## src/rtl/fifo_drain_ctrl_pkg.sv

```systemverilog
// Shared defaults, widths and FSM encoding for the FIFO drain controller.
package fifo_drain_ctrl_pkg;

  localparam int unsigned WIDTH_DEF     = 32;
  localparam int unsigned RD_LAT_DEF    = 2;
  localparam int unsigned BUF_DEPTH_DEF = 4;
  localparam int unsigned LEN_W         = 8;

  typedef enum logic [1:0] {
    ST_IDLE  = 2'd0,
    ST_RUN   = 2'd1,
    ST_FLUSH = 2'd2,
    ST_DONE  = 2'd3
  } state_t;

  // Width of a counter that must hold 0..depth inclusive.
  function automatic int unsigned cnt_width(input int unsigned depth);
    return $clog2(depth + 1);
  endfunction

endpackage

```

## src/rtl/drain_obuf.sv

```systemverilog
// Output buffer: DEPTH x WIDTH register file with push/pop and occupancy count.
// Ports:
//   clk, rst_n    clock, synchronous active-low reset
//   push, wdata   write a word at the tail
//   pop           retire the head word (ignored when empty)
//   head          current head word
//   count         number of stored words
module drain_obuf
  import fifo_drain_ctrl_pkg::*;
#(
  parameter int unsigned WIDTH = WIDTH_DEF,
  parameter int unsigned DEPTH = BUF_DEPTH_DEF
) (
  input  logic                        clk,
  input  logic                        rst_n,
  input  logic                        push,
  input  logic [WIDTH-1:0]            wdata,
  input  logic                        pop,
  output logic [WIDTH-1:0]            head,
  output logic [cnt_width(DEPTH)-1:0] count
);

  localparam int unsigned PTR_W = (DEPTH > 1) ? $clog2(DEPTH) : 1;
  localparam int unsigned CNT_W = cnt_width(DEPTH);

  logic [WIDTH-1:0] mem_q [DEPTH];
  logic [PTR_W-1:0] wptr_q;
  logic [PTR_W-1:0] rptr_q;
  logic [CNT_W-1:0] cnt_q;
  logic             do_pop;

  assign do_pop = pop && (cnt_q != '0);

  // Storage, pointers (natural power-of-two wrap) and occupancy.
  always_ff @(posedge clk) begin
    if (!rst_n) begin
      for (int i = 0; i < int'(DEPTH); i++) begin
        mem_q[i] <= '0;
      end
      wptr_q <= '0;
      rptr_q <= '0;
      cnt_q  <= '0;
    end else begin
      if (push) begin
        mem_q[wptr_q] <= wdata;
        wptr_q        <= wptr_q + PTR_W'(1);
      end
      if (do_pop) begin
        rptr_q <= rptr_q + PTR_W'(1);
      end
      case ({push, do_pop})
        2'b10:   cnt_q <= cnt_q + CNT_W'(1);
        2'b01:   cnt_q <= cnt_q - CNT_W'(1);
        default: cnt_q <= cnt_q;
      endcase
    end
  end

  assign head  = mem_q[rptr_q];
  assign count = cnt_q;

endmodule

```

## src/rtl/fifo_drain_ctrl.sv

```systemverilog
// Drains len words from an async FIFO read port into a small credit-managed
// output buffer and hands them downstream over a valid/ready interface.
// Ports:
//   clk, rst_n            read-side clock, synchronous active-low reset
//   start, len            begin a transfer of len words (taken in IDLE only)
//   abort                 stop issuing pops (RUN only)
//   rinc, rempty, rdata   FIFO read port; rdata valid RD_LAT edges after a pop
//   out_valid/ready/data  downstream word handshake
//   busy, done            activity flag and one-cycle end-of-transfer pulse
//   words_out             words delivered in the current or last transfer
module fifo_drain_ctrl
  import fifo_drain_ctrl_pkg::*;
#(
  parameter int unsigned WIDTH     = WIDTH_DEF,
  parameter int unsigned RD_LAT    = RD_LAT_DEF,
  parameter int unsigned BUF_DEPTH = BUF_DEPTH_DEF
) (
  input  logic             clk,
  input  logic             rst_n,
  input  logic             start,
  input  logic [LEN_W-1:0] len,
  input  logic             abort,
  output logic             rinc,
  input  logic             rempty,
  input  logic [WIDTH-1:0] rdata,
  output logic             out_valid,
  input  logic             out_ready,
  output logic [WIDTH-1:0] out_data,
  output logic             busy,
  output logic             done,
  output logic [LEN_W-1:0] words_out
);

  localparam int unsigned CNT_W = cnt_width(BUF_DEPTH);
  localparam int unsigned SUM_W = CNT_W + 1;

  state_t             state_q;
  state_t             state_d;
  logic [LEN_W-1:0]   len_q;
  logic [LEN_W-1:0]   issued_q;
  logic [LEN_W-1:0]   words_q;
  logic [RD_LAT-1:0]  pipe_q;
  logic [CNT_W-1:0]   inflight_q;
  logic [CNT_W-1:0]   buf_cnt;
  logic               load;
  logic               accept;
  logic               push;
  logic               pop;
  logic               credit_ok;

  // Words already popped but not yet delivered must fit in the buffer.
  assign credit_ok = ({1'b0, inflight_q} + {1'b0, buf_cnt}) < SUM_W'(BUF_DEPTH);

  // State register.
  always_ff @(posedge clk) begin
    if (!rst_n) begin
      state_q <= ST_IDLE;
    end else begin
      state_q <= state_d;
    end
  end

  // Next state and FSM-decoded outputs.
  always_comb begin
    state_d = state_q;
    rinc    = 1'b0;
    busy    = 1'b1;
    done    = 1'b0;
    load    = 1'b0;
    case (state_q)
      ST_IDLE: begin
        busy = 1'b0;
        if (start) begin
          load    = 1'b1;
          state_d = (len == '0) ? ST_DONE : ST_RUN;
        end
      end
      ST_RUN: begin
        rinc = (issued_q < len_q) && !abort && credit_ok;
        if ((issued_q == len_q) || abort) begin
          state_d = ST_FLUSH;
        end
      end
      ST_FLUSH: begin
        if ((inflight_q == '0) && (buf_cnt == '0)) begin
          state_d = ST_DONE;
        end
      end
      ST_DONE: begin
        done    = 1'b1;
        state_d = ST_IDLE;
      end
      default: state_d = ST_IDLE;
    endcase
  end

  assign accept    = rinc && !rempty;
  assign push      = pipe_q[RD_LAT-1];
  assign out_valid = (buf_cnt != '0);
  assign pop       = out_valid && out_ready;

  // In-flight pipe: one valid bit per accepted pop, aligned to rdata arrival.
  if (RD_LAT > 1) begin : g_pipe
    always_ff @(posedge clk) begin
      if (!rst_n) begin
        pipe_q <= '0;
      end else begin
        pipe_q <= {pipe_q[RD_LAT-2:0], accept};
      end
    end
  end else begin : g_pipe1
    always_ff @(posedge clk) begin
      if (!rst_n) begin
        pipe_q <= '0;
      end else begin
        pipe_q <= accept;
      end
    end
  end

  // Transfer length, issue/delivery counters and in-flight occupancy.
  always_ff @(posedge clk) begin
    if (!rst_n) begin
      len_q      <= '0;
      issued_q   <= '0;
      words_q    <= '0;
      inflight_q <= '0;
    end else begin
      if (load) begin
        len_q    <= len;
        issued_q <= '0;
        words_q  <= '0;
      end else begin
        if (accept) begin
          issued_q <= issued_q + LEN_W'(1);
        end
        if (pop) begin
          words_q <= words_q + LEN_W'(1);
        end
      end
      inflight_q <= inflight_q + CNT_W'(accept) - CNT_W'(push);
    end
  end

  drain_obuf #(
    .WIDTH (WIDTH),
    .DEPTH (BUF_DEPTH)
  ) u_obuf (
    .clk   (clk),
    .rst_n (rst_n),
    .push  (push),
    .wdata (rdata),
    .pop   (pop),
    .head  (out_data),
    .count (buf_cnt)
  );

  assign words_out = words_q;

endmodule

```

## config.mk

```make
export PLATFORM = sky130hd
export DESIGN_NAME = fifo_drain_ctrl
export DESIGN_NICKNAME = d
export VERILOG_FILES = /design/src/rtl/fifo_drain_ctrl_pkg.sv /design/src/rtl/drain_obuf.sv /design/src/rtl/fifo_drain_ctrl.sv
export SDC_FILE = /design/constraint.sdc
export NUM_CORES = 1
export LEC_CHECK = 0
export CAP_MARGIN = 20
export CELL_PAD_IN_SITES_DETAIL_PLACEMENT = 1
export CELL_PAD_IN_SITES_GLOBAL_PLACEMENT = 1
export CORE_UTILIZATION = 46
export CTS_CLUSTER_SIZE = 8
export DETAILED_ROUTE_END_ITERATION = 10
export PLACE_DENSITY = 0.79
export SYNTH_ARGS = -nofsm -noshare
export SYNTH_HDL_FRONTEND = slang
export SYNTH_HIERARCHICAL = 1
export SYNTH_SLANG_ARGS = --single-unit
```

## constraint.sdc

```tcl
create_clock -name clk -period 4.5 [get_ports clk]
set_input_delay 0.9 -clock clk [delete_from_list [all_inputs] [get_ports clk]]
set_output_delay 0.9 -clock clk [all_outputs]
set_load 0.03 [all_outputs]
```

==> summary.md, run 1 <==
| Metric | Value |
|---|---|
| Most frequent CP cell | clkdlybuf4s50_1 |
| Least-Margin Pin Slew | 1.00 ns |
| Vias post-DR | 4757 |
| CP startpoint kind | input pin |
| Initial antenna violation count | 1 |
| Clock Latency Late Sink | 0.43 ns |
| Worst EP arrival | 2.76 ns |
| Mapped Area | 7670 um^2 |
| Post-synthesis cell type with the largest combined area | edfxtp_1 |
| Final Net Count | 707 |
| Worst reg2reg path depth | 13 |
| RSZ-0062 raised after global routing | no |
| Largest net degree at the start of global routing | 54 |
| Sink Count | 168 |
| Gp weighted congestion | 0.760 |
| CP bufs+invs | 2 |
| Main flop type after synthesis | edfxtp_1 |
| Clock-pin transition on the worst setup and hold timing paths | 0.06 ns |
| Slew margin rel. | 33.2% |
| Worst vdd ir | 0.260 mV |
| Fraction of registers with async set/reset | 0% |
| Hold Fails Final Rpt | 0 |
| First-pass GRT wire length | 28.2 mm |
| Initial drt markers | 177 |
| Post-Syn Instances | 555 |
| Final ANT Viol Nets | 0 |
| Fill count | 1556 |
| Top Family by Delay on Critical Path | buffers and inverters |
| First-pass DRT Iterations | 4 |
| WL final | 17.5 mm |
| Layout cells sized above 1 | 13.3% |
| WP data required | 3.60 ns |
| Reg2reg setup slack | 1.51 ns |
| Total grt overflow | 0 |
| Final period util | 81.2% |
| CTS Hold Bufs | 0 |
| RR Startpoint | u_obuf/count[2]$_SDFFE_PN0P_ |
| Leak | 3.48 nW |
| CP peak stage delay | 0.67 ns |
| YS warnings | 6 |
| Top-count cell post-synth | edfxtp_1 |
| WHS | 0.441 ns |
| Crit-path cells | clkdlybuf4s50_1 -> nor2b_1 -> nand4_1 -> or2_4 -> nor2_1 -> clkdlybuf4s50_1 |
| Worst hold path depth | 1 |
| Element type at the critical path end | output port |
| Die height | 131 um |
| Synth top area cells | edfxtp_1, dfxtp_1, mux4_2 |
| CTS tree | built |
| HPWL after DPL | 10.7 mm |
| Die Span X | 131 um |
| MaxCap Viol Count | 0 |
| Highest clock rate | 274 MHz |
| Synth cell types | 44 |
| Port Buffers | 89 |
| CTS-repair resized insts | 0 |
| Setup TNS | 0 ns |
| Share of the synthesized area in the top cell type | 50.1% |
| Seq/Total Area, Yosys | 60.5% |
| Syn-to-layout area delta | 21.7% |
| CP Max Fanout | 13 |
| Power per cell area | 377 nW/um^2 |
| Area of the multi-input gates | 2780 um^2 |
| CORE AREA | 16100 um^2 |
| Total GRT Usage | 21.6% |
| Min-delay worst type | register to register |
| Post-synth EDFFs | 128 |
| Initial Util | 47.8% |
| Worst hold endpoint | pipe_q[1]$_SDFF_PN0_ |
| Setup Buffers After CTS | 0 |
| Post-synthesis register bit count | 168 |
| Vias in the first global route | 5204 |
| Max-slew violations | 0 |
| Crit-path slowest cell | clkdlybuf4s50_1 |
| Syn nets | 623 |
| Cts bufs inserted | 17 |
| Die ar. | 17200 um^2 |
| CP Class | input pin to output port |
| Per-cell routed wire length | 20.1 um |
| H-tree depth | 4 |
| Via/cell ratio | 5.47 |
| # DRC | 0 |
| Worst flop-to-flop path endpoint | inflight_q[2]$_SDFF_PN0_ |
| Final setup violation count | 0 |
| # IOs | 90 |
| Register Area | 4650 um^2 |
| Clk_skew | 0.0121 ns |
| Hold Crit Start | pipe_q[0]$_SDFF_PN0_ |
| Longest Clk Path Bufs | 2 |
| Most frequent cells after synthesis | edfxtp_1, and2_1, dfxtp_1 |
| Minimum clock period | 3.66 ns |
| Status | finished, final reports clean |
| CTS root buffer | clkbuf_16 |
| Row count | 46 |
| Syn Area/Cell | 13.8 um^2 |
through the flow:
| step | setup WS, ns | util [%] | total power, W | instances | area, um^2 |
|---|---|---|---|---|---|
| 2_1_floorplan | 1.18 | - | 0.00195 | 555 | 7670 |
| 3_5_place_dp | 0.828 | 54.3 | 0.00209 | 835 | 8720 |
| 5_1_grt | 0.685 | 58.2 | 0.00363 | 869 | 9340 |
| 6_report | 0.845 | 58.2 | 0.00352 | 869 | 9340 |
| 3_3_place_gp | 0.834 | 54.3 | 0.00207 | 835 | 8720 |
| 4_1_cts | 0.586 | 58.1 | 0.00354 | 867 | 9330 |
routing by layer:
metal  track usage [%]  up-vias  share of wire, %
met4              7.78        0               1.7
li1                  -     2213                 -
met5                 0        -                 0
met1              26.2     2436                43
met3              4.13       19               3.2
met2              38.0       89                52
final cells by class:
| type | count | share of cell area, % |
|---|---|---|
| Antenna cell | 1 | 0.0268 |
| Clock inverter | 7 | 0.549 |
| Clock buffer | 25 | 5.99 |
| Multi-Input combinational cell | 336 | 29.7 |
| Tap cell | 216 | 2.89 |
| Inverter | 19 | 0.790 |
| Timing Repair Buffer | 97 | 10.3 |
| Sequential cell | 168 | 49.8 |
worst register-to-register path, cell delays in order, from the launching register on:
cell      delay, ns
dfxtp_1        0.45
ha_1           0.29
nor4_2         0.22
nand4_1        0.16
nor3_1         0.32
nand2b_1       0.15
ha_1           0.29
inv_1          0.06
ha_1           0.13
inv_1          0.05
fa_1           0.37
xor2_1         0.18
xnor2_1        0.14
nor2_1         0.07
state kept, by name (all words and copies together) (netlist names), named ones only:
name,flops
u_obuf/mem_q,128
issued_q,8
len_q,8
words_out,8
inflight_q,3
u_obuf/count,3
pipe_q,2
state_q,2
u_obuf/rptr_q,2
u_obuf/wptr_q,2
placed cells by master (no fill, tap or decap), types with 2 or more instances in the layout:
cell	count
a21oi_1	20
and2_1	101
and2_2	2
and3_1	34
buf_4	7
clkbuf_16	20
clkbuf_8	4
clkdlybuf4s50_1	88
clkinv_2	2
clkinv_4	2
clkinvlp_4	2
dfxtp_1	38
dfxtp_2	2
edfxtp_1	128
fa_1	2
ha_1	20
inv_1	18
mux2i_1	2
mux4_2	32
nand2_1	21
nand2_2	2
nand2b_1	2
nand2b_2	2
nand3_1	13
nand4_1	7
nor2_1	14
nor2b_1	5
nor4_1	2
o21ai_0	7
o31a_1	3
o31ai_1	6
or3_1	4
or4_1	7
xnor2_1	6
xor2_1	9
power by group:
part	switching, W	internal [W]
combinational	0.000183	0.000126
sequential	0.0000238	0.00172
clock	0.000599	0.000867
total	0.000806	0.00271
how the worst max path moves through the flow:
stage,startpoint,cells after the start,slack [ns],to
after detailed placement,abort,6,0.83,rinc
after global routing,abort,6,0.68,rinc
final,abort,6,0.84,rinc
after CTS,len_q[1]$_SDFFE_PN0P_,7,0.59,rinc
after global placement,abort,6,0.83,rinc
after floorplan,pipe_q[1]$_SDFF_PN0_,3,1.18,u_obuf/mem_q[1][0]$_SDFFCE_PN0P_
cells by family (layout without fill, tap and decap cells):
logic type / Yosys count / after routing / synth area share, %
adders and majority gates: 22 / 22 / 3.78
DFF: 168 / 168 / 60.5
xor gates and xnor gates: 15 / 15 / 1.71
buffers and inverters: 51 / 148 / 3.54
other: 0 / 1 / 0
AOI/OAI and AO/OA: 41 / 41 / 3.16
muxes: 34 / 34 / 9.65
and+or+nand+nor: 224 / 224 / 17.6
Power figures use the tool's default switching activity.
==> run 2: changes to the inputs <==
clock period = 3.61 ns   (was 4.5 ns; I/O delays follow)
==> run 2 against run 1 <==
Net effect:
- flip-flop and latch count stayed put
- register-to-register slack worse by 0.84 ns
- clock skew is 0.0054 ns lower
- cell count is 0.58% higher
- sequential power is 25% higher
- via count is 0.15% higher
- non-clock buffer count is 6 higher
- critical path type unchanged
- critical endpoint unchanged
- highest routed layer unchanged
==> summary.md, run 2 (same netlist as run 1, synthesis figures left out) <==
| Metric | Value |
|---|---|
| # IOs | 90 |
| Longest Clk Path Bufs | 2 |
| Area of the multi-input gates | 2780 um^2 |
| WL final | 17.2 mm |
| Setup Buffers After CTS | 0 |
| CTS root buffer | clkbuf_16 |
| Final setup violation count | 0 |
| Minimum clock period | 3.36 ns |
| Fill count | 1572 |
| Worst flop-to-flop path endpoint | inflight_q[2]$_SDFF_PN0_ |
| Register Area | 4650 um^2 |
| Syn-to-layout area delta | 21.3% |
| Die Span X | 131 um |
| N_diodes | 0 |
| Total grt overflow | 0 |
| CP endpoint | rinc |
| Pre-CTS WS | 0.227 ns |
| Initial drt markers | 163 |
| Element type at the critical path end | output port |
| Initial Util | 47.8% |
| Max reg flops | 128 |
| CTS tree | built |
| CP Class | input pin to output port |
| HPWL after DPL | 10.9 mm |
| Max-slew violations | 0 |
| Layout cells sized above 1 | 13.7% |
| RR Startpoint | u_obuf/count[2]$_SDFFE_PN0P_ |
| Crit-path slowest cell | clkdlybuf4s50_1 |
| CTS-repair resized insts | 0 |
| Status | finished, final reports clean |
| Worst reg2reg path depth | 13 |
| Gp weighted congestion | 0.759 |
| Largest net degree at the start of global routing | 33 |
| CP Max Fanout | 13 |
| Row count | 46 |
| Reg2reg setup slack | 0.67 ns |
| Most common cell after layout, fill and taps aside | edfxtp_1 |
| Finished Layout Cells | 874 |
| RSZ-0062 raised after global routing | no |
| Vias in the first global route | 5314 |
| Highest clock rate | 298 MHz |
| H-tree depth | 4 |
| Final Net Count | 713 |
| First-pass GRT wire length | 28.1 mm |
| Leak | 3.46 nW |
| Largest reg by FF count | u_obuf/mem_q |
| First-pass DRT Iterations | 4 |
| WP data required | 2.89 ns |
| Final worst setup slack | 0.253 ns |
| Setup TNS | 0 ns |
| # DRC | 0 |
| Fin util | 58.0% |
| Initial antenna violation count | 0 |
| Slew margin rel. | 36.7% |
| Via/cell ratio | 5.45 |
| Final ANT Viol Nets | 0 |
| Hold Fails Final Rpt | 0 |
| Placed cell count | 842 |
| Commonest cells after routing, fill and taps aside | edfxtp_1, and2_1, clkdlybuf4s50_1, dfxtp_1, and3_1 |
| Most frequent CP cell | clkdlybuf4s50_1 |
| Clock Latency Late Sink | 0.42 ns |
| CP peak stage delay | 0.67 ns |
| Critical Path Source | abort |
| Vias post-DR | 4764 |
| Port Buffers | 89 |
| Final period util | 93.0% |
| Die ar. | 17200 um^2 |
| Sink Count | 168 |
| Total GRT Usage | 21.6% |
| CTS Hold Bufs | 0 |
| Worst EP arrival | 2.64 ns |
| CORE AREA | 16100 um^2 |
| MaxCap Viol Count | 0 |
| Cts bufs inserted | 17 |
| Per-cell routed wire length | 19.7 um |
| Hold Crit Start | pipe_q[0]$_SDFF_PN0_ |
| Min-delay worst type | register to register |
| Clock-pin transition on the worst setup and hold timing paths | 0.06 ns |
| Crit-path cells | clkdlybuf4s50_1 -> nor2b_1 -> nand4_1 -> or2_4 -> nor2_1 -> clkdlybuf4s50_1 |
| Power per cell area | 454 nW/um^2 |
| Die height | 131 um |
| Worst vdd ir | 0.308 mV |
| Clk_skew | 0.00671 ns |
| Least-Margin Pin Slew | 0.946 ns |
| CP startpoint kind | input pin |
==> run 2: changes by cell type in the layout (fill, tap and decap cells not counted), sizes merged <==
cell | before | now
clkbuf | 25 | 18
buf | 9 | 15
clkinv | 4 | 8
clkinvlp | 2 | 4
bufinv | 0 | 1
diode | 1 | 0
==> run 2: routing by layer <==
| metal | up-vias | part of all wire, % | GRT usage [%] |
|---|---|---|---|
| met2 | 80 | 54 | 39.6 |
| li1 | 2219 | - | - |
| met1 | 2448 | 41 | 24.5 |
| met4 | 0 | 1.1 | 6.80 |
| met5 | - | 0 | 0 |
| met3 | 17 | 3.6 | 5.25 |
==> run 2: report_power, final <==
part | switching (W) | internal, W | leakage [nW]
logic | 0.000227 | 0.000160 | 1.56
clock network | 0.000726 | 0.000937 | 0.254
registers | 0.0000307 | 0.00214 | 1.65
==> run 2: per-stage QoR <==
step,total power [W],cell area (um^2),hold slack (ns)
3_3_place_gp,0.00258,8770,0.416
2_1_floorplan,0.00243,7670,0.412
6_report,0.00423,9310,0.440
3_5_place_dp,0.00261,8770,0.427
4_1_cts,0.00427,9310,0.443
5_1_grt,0.00437,9310,0.467
==> run 2: cell type report <==
type | instances | share of cell area (%)
flip-flops and latches | 168 | 49.9
multi-input cells | 336 | 29.8
repair buffers | 103 | 10.8
clock buffers | 18 | 4.61
well taps | 216 | 2.90
clock inverters | 14 | 1.17
inverters | 19 | 0.793
==> run 2: how the worst min path moves through the flow <==
stage,to,depth (start not counted)
finish,pipe_q[1]$_SDFF_PN0_,1
global route,pipe_q[1]$_SDFF_PN0_,1
CTS,pipe_q[1]$_SDFF_PN0_,1
detailed placement,pipe_q[1]$_SDFF_PN0_,1
global placement,pipe_q[1]$_SDFF_PN0_,1
floorplan,pipe_q[1]$_SDFF_PN0_,1
==> run 2: worst max-delay path: cells and delay by family <==
kind | cells | cell delay (ns)
buffers and inverters | 2 | 1.07
and+or+nand+nor | 4 | 0.83
==> run 3: changes to the inputs <==
ABC_AREA = 1   (was not set)
CORE_UTILIZATION = 44   (was 46)
PLACE_DENSITY = 0.8   (was 0.79)
==> run 3 against run 2 <==
Net effect:
- register-to-register slack improved by 0.26 ns
- final area is 3.4% higher
- flip-flop and latch count is the same
- critical path depth grew 2
- largest power group unchanged
==> summary.md, run 3 <==
| Metric | Value |
|---|---|
| Syn-to-layout area delta | 20.5% |
| CTS tree | built |
| Setup Buffers After CTS | 0 |
| Die height | 137 um |
| Clock Latency Late Sink | 0.43 ns |
| YS warnings | 6 |
| Leak | 3.85 nW |
| Crit-path cells | clkdlybuf4s50_1 -> inv_1 -> nand2_1 -> nor2_2 -> nand3_2 -> nor2_4 -> and2_4 -> clkdlybuf4s50_1 |
| Status | finished, final reports clean |
| First-pass GRT wire length | 32.6 mm |
| Post-synth EDFFs | 128 |
| Share of the synthesized area in the top cell type | 48.1% |
| Fraction of registers with async set/reset | 0% |
| Total grt overflow | 0 |
| Gp weighted congestion | 0.756 |
| Final period util | 90.4% |
| First-pass DRT Iterations | 4 |
| Highest clock rate | 306 MHz |
| Pre-CTS WS | 0.342 ns |
| Worst vdd ir | 0.344 mV |
| Per-cell routed wire length | 17.7 um |
| Most frequent cells after synthesis | nor2_1, edfxtp_1, inv_1 |
| Minimum clock period | 3.26 ns |
| WP data required | 2.89 ns |
| Crit-path slowest cell | clkdlybuf4s50_1 |
| Clk_skew | 0.00657 ns |
| Largest net degree at the start of global routing | 66 |
| Final Net Count | 968 |
| Placed cell count | 1106 |
| Final worst setup slack | 0.346 ns |
| CP peak stage delay | 0.66 ns |
| Slew margin rel. | 46.1% |
| Cts bufs inserted | 17 |
| Die ar. | 18700 um^2 |
| N_diodes | 0 |
| CTS-repair resized insts | 0 |
| Fill count | 2004 |
| Initial antenna violation count | 0 |
| Most common cell after layout, fill and taps aside | nor2_1 |
| Seq/Total Area, Yosys | 58.1% |
| Mapped Area | 7990 um^2 |
| Largest reg by FF count | u_obuf/mem_q |
| Synth top area cells | edfxtp_1, dfxtp_1, nor2_1 |
| Element type at the critical path end | output port |
| Vias post-DR | 6000 |
| # DRC | 0 |
| Port Buffers | 89 |
| CP startpoint kind | input pin |
| Post-Syn Instances | 816 |
| RSZ-0062 raised after global routing | no |
| Register Area | 4650 um^2 |
| CP Class | input pin to output port |
| Vias in the first global route | 6396 |
| HPWL after DPL | 12.9 mm |
| Initial drt markers | 407 |
| Top-count cell post-synth | nor2_1 |
| Fin util | 54.9% |
| Final setup violation count | 0 |
| Final ANT Viol Nets | 0 |
| Worst EP arrival | 2.54 ns |
| Clock-pin transition on the worst setup and hold timing paths | 0.06 ns |
| Syn Area/Cell | 9.79 um^2 |
| Min-delay worst type | register to register |
| H-tree depth | 4 |
| Hold Fails Final Rpt | 0 |
| CP Max Fanout | 5 |
| Post-synthesis register bit count | 168 |
| Main flop type after synthesis | edfxtp_1 |
| Longest Clk Path Bufs | 2 |
| Total power | 0.00470 W |
| Via/cell ratio | 5.27 |
| WL final | 20.1 mm |
| Die Span X | 137 um |
| Max-slew violations | 0 |
| Finished Layout Cells | 1138 |
| Synth cell types | 39 |
| CTS Hold Bufs | 0 |
| Power per cell area | 488 nW/um^2 |
| Max reg flops | 128 |
| Layout cells sized above 1 | 10.6% |
| Most frequent CP cell | clkdlybuf4s50_1 |
| CORE AREA | 17500 um^2 |
| MaxCap Viol Count | 0 |
| Setup TNS | 0 ns |
| # IOs | 90 |
| Row count | 48 |
| CTS root buffer | clkbuf_16 |
| Initial Util | 45.5% |
| Total GRT Usage | 23.3% |
| Commonest cells after routing, fill and taps aside | nor2_1, edfxtp_1, inv_1, clkdlybuf4s50_1, o21ai_0 |
| Post-synthesis cell type with the largest combined area | edfxtp_1 |
| Sink Count | 168 |
| Syn nets | 884 |
| Least-Margin Pin Slew | 0.808 ns |
| Area of the multi-input gates | 2700 um^2 |
run 3: cell count changes after synthesis, sizes merged, moves of 6 or more:
cell   previous run  this run
nor2             14       201
or4               7         0
and2            103         1
o22ai             0        32
mux4             32         0
inv              19        99
buf              19        29
o31ai             6         0
nor3              1        40
xor2              9         1
nand2            23        74
o21ai             8        82
and3             34         0
run 3: per-layer routing:
layer  routed length (um)  global-route usage, %
met1                 8680                   28.5
met2                10400                   41.4
met3                  720                   3.59
met4                  321                   8.21
met5                    0                      0
run 3: layout make-up:
cell class,instances,area share [%]
Sequential cell,168,48.3
Clock inverter,8,1.01
Multi-Input combinational cell,510,28.1
Inverter,99,3.86
Clock buffer,24,4.90
Tap cell,225,2.93
Timing Repair Buffer,104,10.9
run 3: logic make-up (layout without fill, tap and decap cells):
logic type	Yosys count	after routing	share of synthesized area, %
compound gates	135	135	9.10
xor+xnor	3	3	0.329
fa+ha+maj	22	22	3.63
buf+inv	138	235	8.19
flops	168	168	58.1
simple gates	350	350	20.6
run 3: through the flow:
step,area [um^2],hold slack (ns)
final,9620,0.434
after global routing,9620,0.486
after CTS,9620,0.440
after detailed placement,9050,0.410
after global placement,9050,0.406
after floorplan,7990,0.390
run 3: path summary, 6_finish.rpt:
kind,from,endpoint,slack [ns],cells after the start
min reg2reg,pipe_q[0]$_SDFF_PN0_,pipe_q[1]$_SDFF_PN0_,0.43,2
max,abort,rinc,0.35,8
max reg2reg,len_q[7]$_SDFFE_PN0P_,inflight_q[2]$_SDFF_PN0_,0.93,17
min,pipe_q[0]$_SDFF_PN0_,pipe_q[1]$_SDFF_PN0_,0.43,2
run 3: power by group:
| group | switching, W | leakage, nW | internal [W] | total (W) |
|---|---|---|---|---|
| combinational | 0.000450 | 1.93 | 0.000256 | 0.000706 |
| sequential | 0.0000434 | 1.65 | 0.00217 | 0.00222 |
| clock | 0.000725 | 0.272 | 0.00105 | 0.00178 |
| total | 0.00122 | 3.85 | 0.00348 | 0.00470 |
run 3: worst max-delay path: cells and delay by family:
family,cells,cell delay [ns]
buf+inv,3,1.19
simple gates,5,0.61
==> RTL edit 1: new RTL, flow settings as in run 2 <==
Reset style: asynchronous (`rst_n`), changed in 5 clocked blocks. Comments in the files are not updated.
--- a/src/rtl/drain_obuf.sv
+++ b/src/rtl/drain_obuf.sv
@@ -32,7 +32,7 @@
   assign do_pop = pop && (cnt_q != '0);
 
   // Storage, pointers (natural power-of-two wrap) and occupancy.
-  always_ff @(posedge clk) begin
+  always_ff @(posedge clk or negedge rst_n) begin
     if (!rst_n) begin
       for (int i = 0; i < int'(DEPTH); i++) begin
         mem_q[i] <= '0;
--- a/src/rtl/fifo_drain_ctrl.sv
+++ b/src/rtl/fifo_drain_ctrl.sv
@@ -52,7 +52,7 @@
   assign credit_ok = ({1'b0, inflight_q} + {1'b0, buf_cnt}) < SUM_W'(BUF_DEPTH);
 
   // State register.
-  always_ff @(posedge clk) begin
+  always_ff @(posedge clk or negedge rst_n) begin
     if (!rst_n) begin
       state_q <= ST_IDLE;
     end else begin
@@ -101,7 +101,7 @@
 
   // In-flight pipe: one valid bit per accepted pop, aligned to rdata arrival.
   if (RD_LAT > 1) begin : g_pipe
-    always_ff @(posedge clk) begin
+    always_ff @(posedge clk or negedge rst_n) begin
       if (!rst_n) begin
         pipe_q <= '0;
       end else begin
@@ -109,7 +109,7 @@
       end
     end
   end else begin : g_pipe1
-    always_ff @(posedge clk) begin
+    always_ff @(posedge clk or negedge rst_n) begin
       if (!rst_n) begin
         pipe_q <= '0;
       end else begin
@@ -119,7 +119,7 @@
   end
 
   // Transfer length, issue/delivery counters and in-flight occupancy.
-  always_ff @(posedge clk) begin
+  always_ff @(posedge clk or negedge rst_n) begin
     if (!rst_n) begin
       len_q      <= '0;
       issued_q   <= '0;
Function: differs if rst_n is asserted again (counterexample within 4 cycles, from zero or initial values and one cycle with rst_n low); with rst_n held inactive, the same outputs for 10 cycles.
==> RTL edit 1 against run 2 <==
- first-iteration DRC count down 3.7%
- count of clock-buffer cells in the layout up 2
- critical path type is now flop to primary output
- wire length is 0.24% higher
- sequential share of layout area shrank 5.6 points
- sequential cell count fell by 2
- maximum frequency decreased by 1.8%
- design area rose by 0.78%
- via count down 2.6%
- area after synthesis rose by 1.3%
- clock skew increased by 2.4 ps
- register-to-register slack worse by 130 ps
- setup slack got worse by 60 ps
Power is not compared: it rests on default switching activity, and its combinational part moved more than twofold at a synthesized area within 25%.
==> RTL edit 1: results <==
{
  "grt_max_degree": 90,
  "slowest_delay_ps": 590,
  "multi_input_cells": 308,
  "inverters_excl_clock": 22,
  "async_flop_share_pct": 100,
  "grt_pass1_vias": 5435,
  "layout.nets": 685,
  "stdcell_count": 846,
  "clock_skew_ps": 9.07,
  "ys_top_cells_by_area": "dfrtp_1 (53%), mux2_2 (17%), mux4_2 (8.1%)",
  "synth_common_cells": "dfrtp_1 (166), mux2_2 (119), mux4_2 (28), ha_1 (24), inv_1 (22)",
  "synth-seq-area-share_pct": 53.5,
  "nonClockBufferCount": 98,
  "num-clock-buffers": 20,
  "final_layout_size_suffix_gt1_share_pct": 31.2,
  "synth_compound_area_share_pct": 2.75,
  "fillers": 1607,
  "met1_usage_pct": 26.3,
  "dp_hpwl_um": 11300,
  "wl_per_cell_um": 20.4,
  "wl_met1_um": 7270,
  "ys_types": 43,
  "dpl_worst_slack_ps": 124,
  "area.share.sequential_pct": 44.3,
  "synthMuxAreaShare_pct": 28.3,
  "critical_path_arrival_ps": 2700,
  "synth_fa_ha_area_share_pct": 4.38,
  "dr_wl_met2_um": 9270,
  "met3_usage_pct": 4.38,
  "outcome": "finished clean",
  "grt_pass1_wl_um": 28900,
  "critPathLaunch": "issued_q[1]$_DFFE_PN0P_",
  "dp_cells": 814,
  "dr_total_vias": 4638,
  "synth-xor-area-share_pct": 1.69,
  "synth_area_per_cell_um2": 14.8,
  "wl_met3_um": 469,
  "critPathMaxFanout": 11,
  "hold_class": "input port to asynchronous set/reset pin",
  "fp-row-count": 47,
  "buffer_area_share_pct": 10.5,
  "clock_cell_area_share_pct": 6.50,
  "tightest_slew_ps": 976,
  "use_met2_pct": 38.2,
  "gp_congestion": 0.758,
  "syn_nets": 596,
  "grt_usage_pct": 21.5,
  "r2r_end": "inflight_q[2]$_DFF_PN0_"
}
RTL edit 1: cell types whose count changed after synthesis, sizes merged, moves of 4 or more:
cell / delta
and2: -101
dfrtp: +166
o21ai: +4
clkbuf: -7
and3: -33
mux2: +128
dfxtp: -40
a21oi: -11
ha: +4
edfxtp: -128
nand3: -8
RTL edit 1: worst min path at each step:
| stage | startpoint | end | slack (ps) |
|---|---|---|---|
| after global routing | pipe_q[0]$_DFF_PN0_ | pipe_q[1]$_DFF_PN0_ | 370 |
| after floorplan | pipe_q[0]$_DFF_PN0_ | pipe_q[1]$_DFF_PN0_ | 330 |
| final | rst_n | u_obuf/mem_q[120]$_DFFE_PN0P_ | 340 |
| after detailed placement | pipe_q[0]$_DFF_PN0_ | pipe_q[1]$_DFF_PN0_ | 340 |
| after CTS | pipe_q[0]$_DFF_PN0_ | pipe_q[1]$_DFF_PN0_ | 350 |
| after global placement | pipe_q[0]$_DFF_PN0_ | pipe_q[1]$_DFF_PN0_ | 340 |
==> RTL edit 2: new RTL, settings of run 2 <==
Made on the original files. Set the package constant `BUF_DEPTH_DEF` to 2 (it was 4).
--- a/src/rtl/fifo_drain_ctrl_pkg.sv
+++ b/src/rtl/fifo_drain_ctrl_pkg.sv
@@ -3,7 +3,7 @@
 
   localparam int unsigned WIDTH_DEF     = 32;
   localparam int unsigned RD_LAT_DEF    = 2;
-  localparam int unsigned BUF_DEPTH_DEF = 4;
+  localparam int unsigned BUF_DEPTH_DEF = 2;
   localparam int unsigned LEN_W         = 8;
 
   typedef enum logic [1:0] {
Formal check against the unedited RTL: not equivalent (a bounded check fails within 4 cycles, from zero or initial values and one cycle with rst_n low).
==> RTL edit 2 against run 2 <==
- setup slack improved by 71 ps
- utilization increased by 3.3 points
- count of clock-buffer cells in the layout decreased by 8
- power decreased by 40%
- area after synthesis decreased by 41%
- wire length decreased by 38%
- design area decreased by 38%
- sequential power decreased by 41%
- final cell count decreased by 27%
- via count decreased by 30%
- sequential cell count decreased by 69
- critical path type is now flop to primary output
- largest cell class unchanged
- largest power group unchanged
==> RTL edit 2: results <==
{
  "cp-start-kind": "flop",
  "vdd_drop_max_mv": 0.230,
  "layout.nets": 570,
  "rr_startpoint": "u_obuf/count[0]$_SDFFE_PN0P_",
  "wl_met1_um": 4310,
  "p_seq_mw": 1.29,
  "gp_congestion": 0.795,
  "outcome": "finished clean",
  "critPathMaxFanout": 6,
  "power.switching_mw": 0.732,
  "r2r_slack_ps": 520,
  "synth_common_cells": "nor2_1 (75), edfxtp_1 (64), nand2_1 (56), dfxtp_1 (35), mux2_2 (30)",
  "numCtsBuffers": 9,
  "synth_fa_ha_area_share_pct": 5.41,
  "clock_latency_ps": 360,
  "vias_per_cell": 5.23,
  "cts_root_buffer": "clkbuf_8",
  "worstRegToRegCells": 12,
  "dpl_worst_slack_ps": 451,
  "syn_nets": 482,
  "relSlewSlack_pct": 44.0,
  "grt_max_degree": 34,
  "ys_top_cells_by_area": "edfxtp_1 (42%), dfxtp_1 (15%), mux2_2 (7.5%)",
  "grt_pass1_vias": 3479,
  "hold_slack_ps": 439
}
## RTL edit 2: cell types whose count changed after synthesis, moves of 4 or more
cell | before | now
dfxtp_1 | 40 | 35
and2_1 | 101 | 3
mux2_2 | 0 | 30
buf_6 | 8 | 0
and3_1 | 34 | 4
nor2_1 | 14 | 75
mux4_2 | 32 | 0
nand4_1 | 7 | 2
xor2_1 | 9 | 5
edfxtp_1 | 128 | 64
nand2_1 | 22 | 56
## RTL edit 2: worst max-delay path by stage
| stage | to | slack, ps | cells past startpoint |
|---|---|---|---|
| after detailed placement | inflight_q[1]$_SDFF_PN0_ | 450 | 11 |
| after global placement | inflight_q[1]$_SDFF_PN0_ | 520 | 11 |
| after global routing | rinc | 210 | 6 |
| after CTS | rinc | 320 | 6 |
| final | rinc | 320 | 6 |
| after floorplan | inflight_q[1]$_SDFF_PN0_ | 770 | 13 |
## RTL edit 2: routing by layer
| metal | global-route usage (%) | vias up |
|---|---|---|
| met5 | 0 | - |
| met1 | 23.0 | 1662 |
| met2 | 42.5 | 59 |
| met3 | 3.59 | 9 |
| li1 | - | 1606 |
| met4 | 7.25 | 0 |
## RTL edit 2: layout make-up
| class | instances | area (µm²) |
|---|---|---|
| tap | 129 | 161 |
| multi-input combinational | 281 | 1750 |
| clock inverter | 5 | 63.8 |
| sequential | 99 | 2620 |
| inverter | 16 | 60.1 |
| clock buffer | 10 | 128 |
| timing repair buffer | 98 | 958 |
| fill | 1065 | 3630 |
## RTL edit 2: metrics by stage
stage               total power, mW  instance area [µm²]  utilization [%]  cells
CTS                            2.55                 5740             61.3    638
detailed placement             1.85                 5550             59.3    623
finish                         2.53                 5740             61.3    638
floorplan                      1.64                 4530                -    417
global placement               1.83                 5550             59.3    623
global route                   2.64                 5740             61.3    638
